<file path="src/rtl/fifo_rd_packer.sv">
// fifo_rd_packer
//   Read-side consumer of a generic fifo. Pops DATA_W-bit words from the fifo (one-cycle read
//   latency), packs PACK_RATIO of them into a single beat and presents the beat on a
//   valid/ready stream. A flush request emits any partially filled beat, tagged last, and
//   then pulses flush_done. The soft init is forwarded to the fifo and clears the packer.
//
// Ports
//   clk, rst_n   clock and synchronous active-low reset
//   init         soft clear of the packer, forwarded combinationally on fifo_init
//   fifo_empty   fifo empty flag
//   fifo_rd_en   pop request to the fifo
//   fifo_rdata   fifo read data, valid the cycle after fifo_rd_en
//   flush_req    single-cycle request to emit the residue
//   flush_done   single-cycle pulse once the flush has completed
//   out_valid    output beat valid
//   out_ready    downstream accept
//   out_data     packed beat, first-popped word in the lowest lane
//   out_cnt      number of valid lanes in the beat
//   out_last     beat closes a flush
module fifo_rd_packer #(
  parameter int unsigned DATA_W     = 8,
  parameter int unsigned PACK_RATIO = 4
) (
  input  logic                              clk,
  input  logic                              rst_n,
  input  logic                              init,
  output logic                              fifo_init,
  input  logic                              fifo_empty,
  output logic                              fifo_rd_en,
  input  logic [DATA_W-1:0]                 fifo_rdata,
  input  logic                              flush_req,
  output logic                              flush_done,
  output logic                              out_valid,
  input  logic                              out_ready,
  output logic [PACK_RATIO*DATA_W-1:0]      out_data,
  output logic [$clog2(PACK_RATIO+1)-1:0]   out_cnt,
  output logic                              out_last
);

  localparam int unsigned CNT_W  = $clog2(PACK_RATIO + 1);
  localparam int unsigned BEAT_W = PACK_RATIO * DATA_W;

  localparam logic [CNT_W-1:0] FULL_CNT = CNT_W'(PACK_RATIO);
  localparam logic [CNT_W-1:0] LAST_LANE = CNT_W'(PACK_RATIO - 1);
  localparam logic [CNT_W:0]   FULL_CNT_X = (CNT_W + 1)'(PACK_RATIO);

  typedef enum logic [1:0] {
    StRun,
    StDrain,
    StEmit,
    StDone
  } state_e;

  state_e              state_q, state_d;
  logic [BEAT_W-1:0]   acc_q, acc_d;
  logic [CNT_W-1:0]    cnt_q, cnt_d;
  logic                rd_pend_q, rd_pend_d;
  logic [BEAT_W-1:0]   out_data_q, out_data_d;
  logic [CNT_W-1:0]    out_cnt_q, out_cnt_d;
  logic                out_last_q, out_last_d;
  logic                out_valid_q, out_valid_d;
  logic                flush_done_q, flush_done_d;

  logic                out_free;
  logic                land;
  logic                complete;
  logic                room;
  logic [BEAT_W-1:0]   acc_land;
  logic [BEAT_W-1:0]   pad_beat;

  assign out_free = !out_valid_q || out_ready;
  assign land     = rd_pend_q;
  assign complete = land && (cnt_q == LAST_LANE);

  // A pop is allowed while the lanes already landed plus the one in flight leave space, or
  // when the landing word completes a beat that can leave this very edge.
  assign room = ({1'b0, cnt_q} + {{CNT_W{1'b0}}, rd_pend_q}) < FULL_CNT_X;

  assign fifo_rd_en = rst_n && !init && (state_q == StRun) && !flush_req && !fifo_empty &&
                      (room || (complete && out_free));

  // Accumulator with the landing word written into lane cnt.
  always_comb begin
    acc_land = acc_q;
    for (int unsigned i = 0; i < PACK_RATIO; i++) begin
      if (cnt_q == CNT_W'(i)) begin
        acc_land[i*DATA_W +: DATA_W] = fifo_rdata;
      end
    end
  end

  // Partial beat: lanes at or above cnt are forced to zero.
  always_comb begin
    pad_beat = '0;
    for (int unsigned i = 0; i < PACK_RATIO; i++) begin
      if (CNT_W'(i) < cnt_q) begin
        pad_beat[i*DATA_W +: DATA_W] = acc_q[i*DATA_W +: DATA_W];
      end
    end
  end

  // Next-state: datapath, output register and flush FSM.
  always_comb begin
    state_d      = state_q;
    acc_d        = acc_q;
    cnt_d        = cnt_q;
    rd_pend_d    = fifo_rd_en;
    out_data_d   = out_data_q;
    out_cnt_d    = out_cnt_q;
    out_last_d   = out_last_q;
    out_valid_d  = out_valid_q && !out_ready;
    flush_done_d = 1'b0;

    if (land) begin
      acc_d = acc_land;
      if (complete) begin
        if (out_free) begin
          out_data_d  = acc_land;
          out_cnt_d   = FULL_CNT;
          out_last_d  = 1'b0;
          out_valid_d = 1'b1;
          cnt_d       = '0;
        end else begin
          // Beat parked in the accumulator until the output register frees up.
          cnt_d = FULL_CNT;
        end
      end else begin
        cnt_d = cnt_q + CNT_W'(1);
      end
    end else if (cnt_q == FULL_CNT) begin
      if (out_free) begin
        out_data_d  = acc_q;
        out_cnt_d   = FULL_CNT;
        out_last_d  = 1'b0;
        out_valid_d = 1'b1;
        cnt_d       = '0;
      end
    end else if ((state_q == StEmit) && (cnt_q != '0) && out_free) begin
      out_data_d  = pad_beat;
      out_cnt_d   = cnt_q;
      out_last_d  = 1'b1;
      out_valid_d = 1'b1;
      cnt_d       = '0;
    end

    unique case (state_q)
      StRun: begin
        if (flush_req) begin
          state_d = StDrain;
        end
      end
      StDrain: begin
        // Wait for the last pop to land and any parked full beat to leave.
        if (!rd_pend_q && (cnt_q != FULL_CNT)) begin
          state_d = StEmit;
        end
      end
      StEmit: begin
        if ((cnt_q == '0) || out_free) begin
          state_d = StDone;
        end
      end
      StDone: begin
        if (!out_valid_q) begin
          flush_done_d = 1'b1;
          state_d      = StRun;
        end
      end
      default: begin
        state_d = StRun;
      end
    endcase
  end

  always_ff @(posedge clk) begin
    if (!rst_n || init) begin
      state_q      <= StRun;
      acc_q        <= '0;
      cnt_q        <= '0;
      rd_pend_q    <= 1'b0;
      out_data_q   <= '0;
      out_cnt_q    <= '0;
      out_last_q   <= 1'b0;
      out_valid_q  <= 1'b0;
      flush_done_q <= 1'b0;
    end else begin
      state_q      <= state_d;
      acc_q        <= acc_d;
      cnt_q        <= cnt_d;
      rd_pend_q    <= rd_pend_d;
      out_data_q   <= out_data_d;
      out_cnt_q    <= out_cnt_d;
      out_last_q   <= out_last_d;
      out_valid_q  <= out_valid_d;
      flush_done_q <= flush_done_d;
    end
  end

  assign fifo_init  = init;
  assign flush_done = flush_done_q;
  assign out_valid  = out_valid_q;
  assign out_data   = out_data_q;
  assign out_cnt    = out_cnt_q;
  assign out_last   = out_last_q;

endmodule

</file>
<file path="config.mk">
export PLATFORM = sky130hd
export DESIGN_NAME = fifo_rd_packer
export DESIGN_NICKNAME = d
export VERILOG_FILES = /design/src/rtl/fifo_rd_packer.sv
export SDC_FILE = /design/constraint.sdc
export NUM_CORES = 1
export LEC_CHECK = 0
export CAP_MARGIN = 15
export CELL_PAD_IN_SITES_DETAIL_PLACEMENT = 1
export CELL_PAD_IN_SITES_GLOBAL_PLACEMENT = 2
export CORE_ASPECT_RATIO = 0.9
export CORE_UTILIZATION = 33
export CTS_CLUSTER_SIZE = 16
export DETAILED_ROUTE_END_ITERATION = 7
export GPL_TIMING_DRIVEN = 0
export PLACE_DENSITY = 0.79
export SYNTH_ARGS = -nofsm -noshare
export SYNTH_HDL_FRONTEND = slang
export SYNTH_SLANG_ARGS = --single-unit
</file>
<file path="constraint.sdc">
create_clock -name clk -period 2.5 [get_ports clk]
set_input_delay 0.25 -clock clk [delete_from_list [all_inputs] [get_ports clk]]
set_output_delay 0.25 -clock clk [all_outputs]
set_load 0.05 [all_outputs]
</file>
* Yosys cells after proc, flatten, opt, wreduce, memory -nomap -nowiden
Cells that the tools add are included.
Storage, ports and cells: register bits 76, input bits 14, output and inout port bits 40, logic and storage cells 105
Operators by class: add/sub/neg operators 2, magnitude comparators 5, equal/unequal tests 16, multiplexer cells 41, bitwise operators 1, reductions and logical operators 31
Operators with widths (number):
- $mux W32 | 6
- $mux W8 | 8
- $mux W3 | 11
- $logic_and A1 B1 Y1 | 11
- $mux W1 | 11
- $mux W2 | 4
- $ne A2 B2 Y1 const B | 4
- $pmux W2 S4 | 1
- $reduce_and A4 Y1 | 2
- $logic_not A1 Y1 | 7
- $eq A3 B2 Y1 const B | 2
- $lt A1 B3 Y1 const A | 2
- $lt A2 B3 Y1 const A | 2
- $ne A2 B1 Y1 const B | 3
- $ne A3 B3 Y1 const B | 2
- $reduce_bool A3 Y1 | 2
- $add A3 B1 Y4 | 1
- $eq A2 B2 Y1 const B | 2
- $logic_or A1 B1 Y1 | 4
- $lt A4 B3 Y1 const B | 1
- $reduce_and A2 Y1 | 2
- $add A3 B1 Y3 const B | 1
- $eq A3 B1 Y1 const B | 1
- $eq A3 B3 Y1 const B | 1
- 5 further kinds | 5

* Depth between registers and ports, before layout
word-level depth 6, depth in mapped cells 9, depth with buffers taken out 6

* Worst setup path before layout
Ideal clock, no wire load.
path kind reg2reg, from register cnt_q[1], to register out_data_q[16] (netlist: out_data[16]), library setup time 0.070 ns, data arrival time 1.891 ns, data required time 2.430 ns, slack 0.539 ns, stages on the path, launching flop included 9, path buffers 2, clock period less this slack 1.961 ns, path through dfxtp_1 -> buf_2 -> inv_1 -> ha_1 -> nand2b_4 -> and2_1 -> buf_6 -> or4_1 -> a21oi_1
On the way: longest elaborated chain between the ends 5, elaborated cells between the ends (all ways) 19, classes of those cells order compare (1); eq/ne (5); mux (7); reduce/logical (6)
RTL lines:
- from (decl) | line 56 | logic [CNT_W-1:0] cnt_q, cnt_d;
- from (signal assigned) | line 189 | cnt_q <= cnt_d;
- $lt A2 B3 Y1, or another cell as far along | line 96 | if (CNT_W'(i) < cnt_q) begin
- $mux W8, or another cell as far along | line 96
- $mux W32, or another cell as far along | line 138 | end else if ((state_q == StEmit) && (cnt_q != '0) && out_free) begin
- $mux W32, or another cell as far along | line 130 | end else if (cnt_q == FULL_CNT) begin
- $mux W32 or $reduce_and A4 Y1 (tied branches)
- to (signal assigned) | line 191 | out_data_q <= out_data_d;
- to (decl) | line 58 | logic [BEAT_W-1:0] out_data_q, out_data_d;
Several ways; a longest one is shown, not always the timed one. The select of a mux whose other input is x is not followed. A chain may end at the register's enable or synchronous reset.

* Final worst setup path
from register cnt_q[1], to register out_data_q[12] (netlist: out_data[12])
On the way: longest elaborated chain between the ends 5, elaborated cells between the ends (all ways) 19, classes of those cells order compare (1); eq/ne (5); mux (7); reduce/logical (6)
RTL lines (line):
- $lt A1 B3 Y1, or another cell as far along | 96
- $mux W8, or another cell as far along | 96
- $mux W32, or another cell as far along | 138
- $mux W32, or another cell as far along | 130
- $mux W32 or $reduce_and A4 Y1 (tied branches)
Several ways; a longest one is shown, not always the timed one. The select of a mux whose other input is x is not followed.

==> results <==
[state kept, by name, indices dropped and copies added, names as in the netlist]
name	cells
acc_q	32
out_data	32
cnt_q	3
out_cnt	3
state_q	2
flush_done	1
land	1
out_last	1
out_valid	1
[kinds of logic after synthesis]
family / after synthesis
AOI/OAI and AO/OA: 132
and+or+nand+nor: 91
DFF: 76
buffers and inverters: 36
muxes: 35
adders and majority gates: 7
[power groups by stage]
stage / Clock [mW] / Combinational (mW) / Sequential (mW)
detailed placement: 0 / 0.185 / 1.25
global route: 1.40 / 0.200 / 1.23
finish: 1.32 / 0.186 / 1.23
global placement: 0 / 0.183 / 1.25
CTS: 1.35 / 0.186 / 1.23
floorplan: 0 / 0.0836 / 1.27
[worst min-delay path by stage]
stage                  startpoint        end  slack, ps  cells past startpoint
floorplan           fifo_rdata[0]  acc_q[24]        390                      2
global placement        acc_q[24]  acc_q[24]        450                      2
detailed placement      acc_q[24]  acc_q[24]        460                      2
CTS                     acc_q[24]  acc_q[24]        470                      2
global route            acc_q[24]  acc_q[24]        490                      2
finish                  acc_q[24]  acc_q[24]        460                      2
[critical path, cell delays in order (launching register included)]
cell and delay (ps):
dfxtp_1 360, buf_2 220, inv_1 130, ha_1 300
nand2b_4 200, nand2_1 310, clkbuf_2 300, a21oi_1 100
a211oi_1 240
[area by class of cell]
type / instances / area, um^2
Tap cell: 129 / 161
Inverter: 5 / 18.8
Timing Repair Buffer: 54 / 537
Clock inverter: 4 / 47.5
Fill cell: 1189 / 5770
Buffer: 30 / 155
Sequential cell: 76 / 1520
Multi-Input combinational cell: 265 / 1780
Clock buffer: 12 / 256
[cells in the mapped netlist, drive strengths merged]
master	number	area (um^2)
buf	18	108
or4	3	22.5
mux2	8	90.1
a32oi	1	8.76
o21ba	1	10.0
a211oi	28	210
ha	7	87.6
nand2b	2	20.0
nand2	29	111
a21o	5	37.5
a221oi	2	17.5
nor3	3	15.0
inv	5	18.8
a22oi	19	143
nor3b	1	7.51
o221a	1	11.3
a31oi	1	21.3
nor2b	7	43.8
a31o	3	26.3
mux2i	27	270
a21oi	50	254
o21ai	12	60.1
nand3b	5	37.5
clkbuf	13	48.8
dfxtp	76	1520
and3b	1	8.76
nor2	34	146
o211ai	1	7.51
and2	1	6.26
nand3	3	20.0
a22o	7	61.3
or3	1	6.26
or2	1	6.26
o21bai	1	7.51
[layer usage]
layer | GRT usage [%] | routed length, um | vias up
li1 | - | - | 1503
met1 | 25.8 | 4770 | 1496
met2 | 33.3 | 4930 | 57
met3 | 4.39 | 442 | 11
met4 | 5.06 | 110 | 0
met5 | 0 | 0 | -
[repair_timing]
| action | 4_1_cts | 5_1_grt |
|---|---|---|
| buffers inserted | 0 | 1 |
| resized for setup | 2 | 4 |
| pin swaps | 0 | 1 |
| setup endpoints to repair | 21 | 17 |
==> impl_metrics.tcl <==
set metrics [dict create \
    status "finished clean" \
    maxSlewViolCount 0 \
    finalSetupViolCount 0 \
    synth_warnings 0 \
    wl_um 10300 \
    htreeDepth 3 \
    cts.sinks 76 \
    dr.pass1.iters 4 \
    hpwlAfterDp_um 7390 \
    cts_hold_buffers 0 \
    muxShareOfSynthArea_pct 10.4 \
    timing.critical_path.from "cnt_q[1]" \
    synth_area_per_cell_um2 9.21 \
    syn-num-nets 398 \
    hold_path_class "reg -> reg" \
    swShare_pct 22.6 \
    clk_latency_ps 330 \
    vdd.ir_drop.worst_mv 0.385 \
    final_core_util_pct 43.7 \
    ctsLongestPathBuffers 2 \
    avgRoutedWirePerCell_um 17.8 \
    reg2regPathDepth 8 \
    ant_nets 0 \
    slew_headroom_pct 60.6 \
    drive_gt1_share_pct 12.6 \
    tightestPinTransition_ps 591 \
    dp_cells 559 \
    hold_viol_final 0 \
    stdcell_area_mm2 0.00448 \
    period_needed_ps 2250 \
    powerDensity_mw_per_mm2 609 \
    grt_max_degree 20 \
    layout_common_cells "76 x dfxtp_1, 52 x clkdlybuf4s50_1, 49 x a21oi_1, 32 x nor2_1" \
    drc_errors 0 \
    synthXorXnorAreaFrac_pct 0 \
    synth.distinct_cells 43 \
    chipHeight_um 99.3 \
    clockRootBuffer "clkbuf_16" \
    timing.fmax_mhz 444 \
    grt_use_total_pct 19.9 \
    setup.worst_path.end "out_data[12]" \
    start_kind "flop" \
    final_nets 462 \
    clkPwrFrac_pct 48.2 \
    stdcell_count 575 \
    die_w_um 110 \
    synth-adder-area-share_pct 2.52 \
    fin_ws_ps 245 \
    crit_path_max_fanout 10 \
    max_cap_violations 0 \
    vias_per_cell 5.33 \
    antenna_found_initial 0 \
    grt_setup_unrepaired "false" \
    syn2layout_area_growth_pct 29.0 \
    grt_pass1_vias 3042 \
    skew_ps 4.14 \
    clk_pin_slew_ps 60 \
    p_sw_mw 0.617 \
    num_io_pins 54 \
    required_ps 2740 \
    timing.hold.ws_ps 464 \
    synth_top_family_by_area "compound AO/OA/AOI/OAI gates" \
    cts-buffers-inserted 9 \
    dp_slack_ps -127 \
    intPower_mw 2.11 \
    timing.rr.start "cnt_q[1]" \
    r2r_slack_ps 250 \
    grt_pass1_wl_um 16100 \
    place.gp.congestion 0.810 \
    place_area_mm2 0.00416 \
    power_frac_seq_pct 44.9 \
    path_class "reg -> reg" \
    layout_commonest_cell "dfxtp_1" \
    yosysSeqAreaShare_pct 43.8 \
    gr-total-overflow 0 \
    power_mw 2.73 \
    drtIter0Drc 123 \
    syn_area_mm2 0.00347 \
    comb_power_share_pct 6.8 \
    synth-compound-area-share_pct 25.2 \
    die_area_mm2 0.0109 \
    tritoncts "yes" \
    fin_crit_sh_pct 90.2 \
    arrival_ps 2500 \
    synth_seq_cells 76 \
    end_kind "flop" \
    crit-reg2reg-capture "out_data[12]" \
    start_util_pct 33.9 \
    num_antenna_cells 0 \
    syn_inst 377 \
    dr_total_vias 3067 \
    setup_tns_ps 0 \
    synth-simple-area-share_pct 13.0 \
    rows 35 \
    portBuffers 53 \
    core_area_mm2 0.0102 \
    leakage_nw 1.62 \
]
Power figures use the tool's default switching activity.
==> RTL edit (same settings) <==
The 4 states of `state_e` get a Gray code encoding in 2 bits.
--- a/src/rtl/fifo_rd_packer.sv
+++ b/src/rtl/fifo_rd_packer.sv
@@ -45,10 +45,10 @@
   localparam logic [CNT_W:0]   FULL_CNT_X = (CNT_W + 1)'(PACK_RATIO);
 
   typedef enum logic [1:0] {
-    StRun,
-    StDrain,
-    StEmit,
-    StDone
+    StRun   = 2'b00,
+    StDrain = 2'b01,
+    StEmit  = 2'b11,
+    StDone  = 2'b10
   } state_e;
 
   state_e              state_q, state_d;
Check against the original RTL: no difference found for any inputs over 10 cycles, from zero or initial values; not proved beyond that.
==> RTL edit against the original RTL <==
- synthesized area down 11%
- power fell by 16%
- critical path type is now reg -> out
- hold slack got worse by 0.0048 ns
- register-to-register slack worse by 0.05 ns
- setup slack got worse by 0.088 ns
- count of clock-buffer cells in the layout decreased by 2
- final area down 11%
- sequential cell count is the same
- largest power group is now sequential cells
- routed wire length shrank 10%
==> RTL edit: results (changes against the original RTL) <==
Parameter                              Value

Power
  Worst voltage drop across the vdd grid    0.235 mV (-39%)
  Switch share    24.9% (+2.3 points)
  Leakage Power    1.53 nW (-5.7%)

GRT
  Number of global-route vias before repair    2,679 (-12%)
  Number of antenna violations at the first check in global routing    0 (unchanged)
  Pin count of the biggest net entering global routing    14 (-30%)
  Overall global routing resource usage    19.7% (-0.22 points)
  Global-route wire length before repair    14,700 um (-8.4%)

Timing
  Transition time at the pin with the least slew margin    0.938 ns (+0.348 ns)
  WHS    0.460 ns (-0.00481 ns)
  Clk_skew    0.00885 ns (+0.00471 ns)
  Maximum operating frequency    427 MHz (-3.7%)

Setup path
  Maximum fanout along the worst path    10 (unchanged)
  Critical-path top delay cell    sky130_fd_sc_hd__dfxtp_2
  Reg-to-reg slack, setup    0.20 ns (-0.05 ns)
  Critical path arrival    2.09 ns (-0.41 ns)
  Max incr delay on CP    0.42 ns (+0.06 ns)

Routing
  Drt first pass iters    4 (unchanged)
  Total length of routed wires    9230 um (-10%)
  Routed via count divided by cell count    5.17 (-3.0%)
  Drt initial violations    70 (-43%)

Placement
  Cell total after placement    501 (-10%)
  RD Place Congestion    0.871 (+7.5%)
  Post-placement cell area    3780 um2 (-9.2%)
  Worst-case setup slack after placement    -0.236 ns (-0.110 ns)
  HPWL reported at the end of detailed placement    6440 um (-13%)
  Port buffer count    53 (unchanged)

Synthesis
  Leading cell types by count after synthesis    sky130_fd_sc_hd__dfxtp_1 (76), sky130_fd_sc_hd__a21oi_1 (33), sky130_fd_sc_hd__nand2_1 (32)
  Sequential element share of the synthesized area    49.2% (+5.4 points)
  Share of flip-flops with an asynchronous set or reset    0% (unchanged)
  Top cells by area, synth    sky130_fd_sc_hd__dfxtp_1 (49%), sky130_fd_sc_hd__mux2i_1 (8.1%), sky130_fd_sc_hd__a21oi_1 (5.3%), sky130_fd_sc_hd__a22o_1 (4.0%), sky130_fd_sc_hd__nand2_1 (3.9%)
  Synth Instances    326 (-14%)
  Syn nets    343 (-14%)
  Synthesis warning total    0 (unchanged)
  Unique masters post-synth    43 (unchanged)

Final layout
  Filler Cells Inserted    1,038 (-13%)
  Number of standard cells in the layout, taps in and fillers out    517 (-10%)
  Ratio of cells with drive above 1 in the final layout    10.4% (-2.2 points)
  Layout Nets    407 (-12%)
  Number of antenna diodes    0 (unchanged)

CTS
  Num CTS Buffers    9 (unchanged)
  Clock insertion delay at the later pin of the skew report    0.34 ns
  Clock Tree Buf Depth    2 (unchanged)
  Root buffer cell    sky130_fd_sc_hd__clkbuf_8
  Clock-pin transition on the worst setup and hold timing paths    0.09 ns (+0.03 ns)
  CTS HTree Levels    3 (unchanged)
  Number of setup buffers added after CTS    0 (unchanged)

Outcome
  Outcome    finished, final reports clean

Min path
  Class of the worst hold path    reg -> reg
-- RTL edit: cell count changes after synthesis, moves of 4 or more --
cell and change:
sky130_fd_sc_hd__ha_1 -4, sky130_fd_sc_hd__a22oi_1 -16, sky130_fd_sc_hd__buf_2 -4, sky130_fd_sc_hd__a211oi_1 -15, sky130_fd_sc_hd__buf_1 +4, sky130_fd_sc_hd__o211a_1 +7, sky130_fd_sc_hd__nor2_1 -4, sky130_fd_sc_hd__a22o_1 +7
sky130_fd_sc_hd__mux2_2 -6, sky130_fd_sc_hd__a21o_1 -4, sky130_fd_sc_hd__nand4_1 +7, sky130_fd_sc_hd__nand2_1 +4, sky130_fd_sc_hd__a21oi_1 -16
-- RTL edit: power by group through the flow --
stage                     combinational, mW  sequential [mW]  clock (mW)
after global placement                0.140             1.25           0
after floorplan                      0.0595             1.26           0
after CTS                             0.141             1.22       0.958
after detailed placement              0.141             1.25           0
final                                 0.142             1.22       0.939
after global routing                  0.152             1.22        1.02
-- RTL edit: cells by family after synthesis --
kind of cell	Yosys count	synth area share [%]
buffers and inverters	33	5.38
AND/OR/NAND/NOR	94	15.0
multiplexers	27	8.82
adder cells (fa/ha/maj)	3	1.21
AO/OA/AOI/OAI	93	20.4
flip-flops	76	49.2
-- RTL edit: critical path: cells and delay by family (launching register included) --
family          cells  cell delay [ns]
buf+inv             3             0.75
flops               1             0.42
compound gates      1             0.37
simple gates        1             0.20
-- RTL edit: cell type report --
class / count / area, um2 / share of cell area [%]
multi-input combinational: 217 / 1430 / 35.7
sequential: 76 / 1520 / 38.1
buffer: 28 / 155 / 3.88
clock buffer: 10 / 128 / 3.19
clock inverter: 6 / 65.1 / 1.63
timing repair buffer: 53 / 528 / 13.2
tap: 122 / 153 / 3.82
inverter: 5 / 18.8 / 0.470
-- RTL edit: worst paths after layout --
kind                               start                         to  cells past startpoint
setup / recovery   cnt_q[2]$_SDFFE_PP0P_                 fifo_rd_en                      5
hold / removal    acc_q[29]$_SDFFE_PP0P_     acc_q[29]$_SDFFE_PP0P_                      2
hold reg to reg   acc_q[29]$_SDFFE_PP0P_     acc_q[29]$_SDFFE_PP0P_                      2
setup reg to reg   cnt_q[0]$_SDFFE_PP0P_  out_data[24]$_SDFFE_PP0P_                      9
-- RTL edit: timing repair --
item,4_1_cts,5_1_grt
pin swaps,0,1
setup endpoints to repair,1,29
hold endpoints to repair,0,0
resized for setup,8,8
-- RTL edit: routing by layer --
metal	GRT usage, %	vias to the layer above	part of all wire, %
li1	-	1298	-
met1	28.0	1320	53
met2	30.5	50	43
met3	3.88	7	2.9
met4	4.64	0	0.73
met5	0	-	0
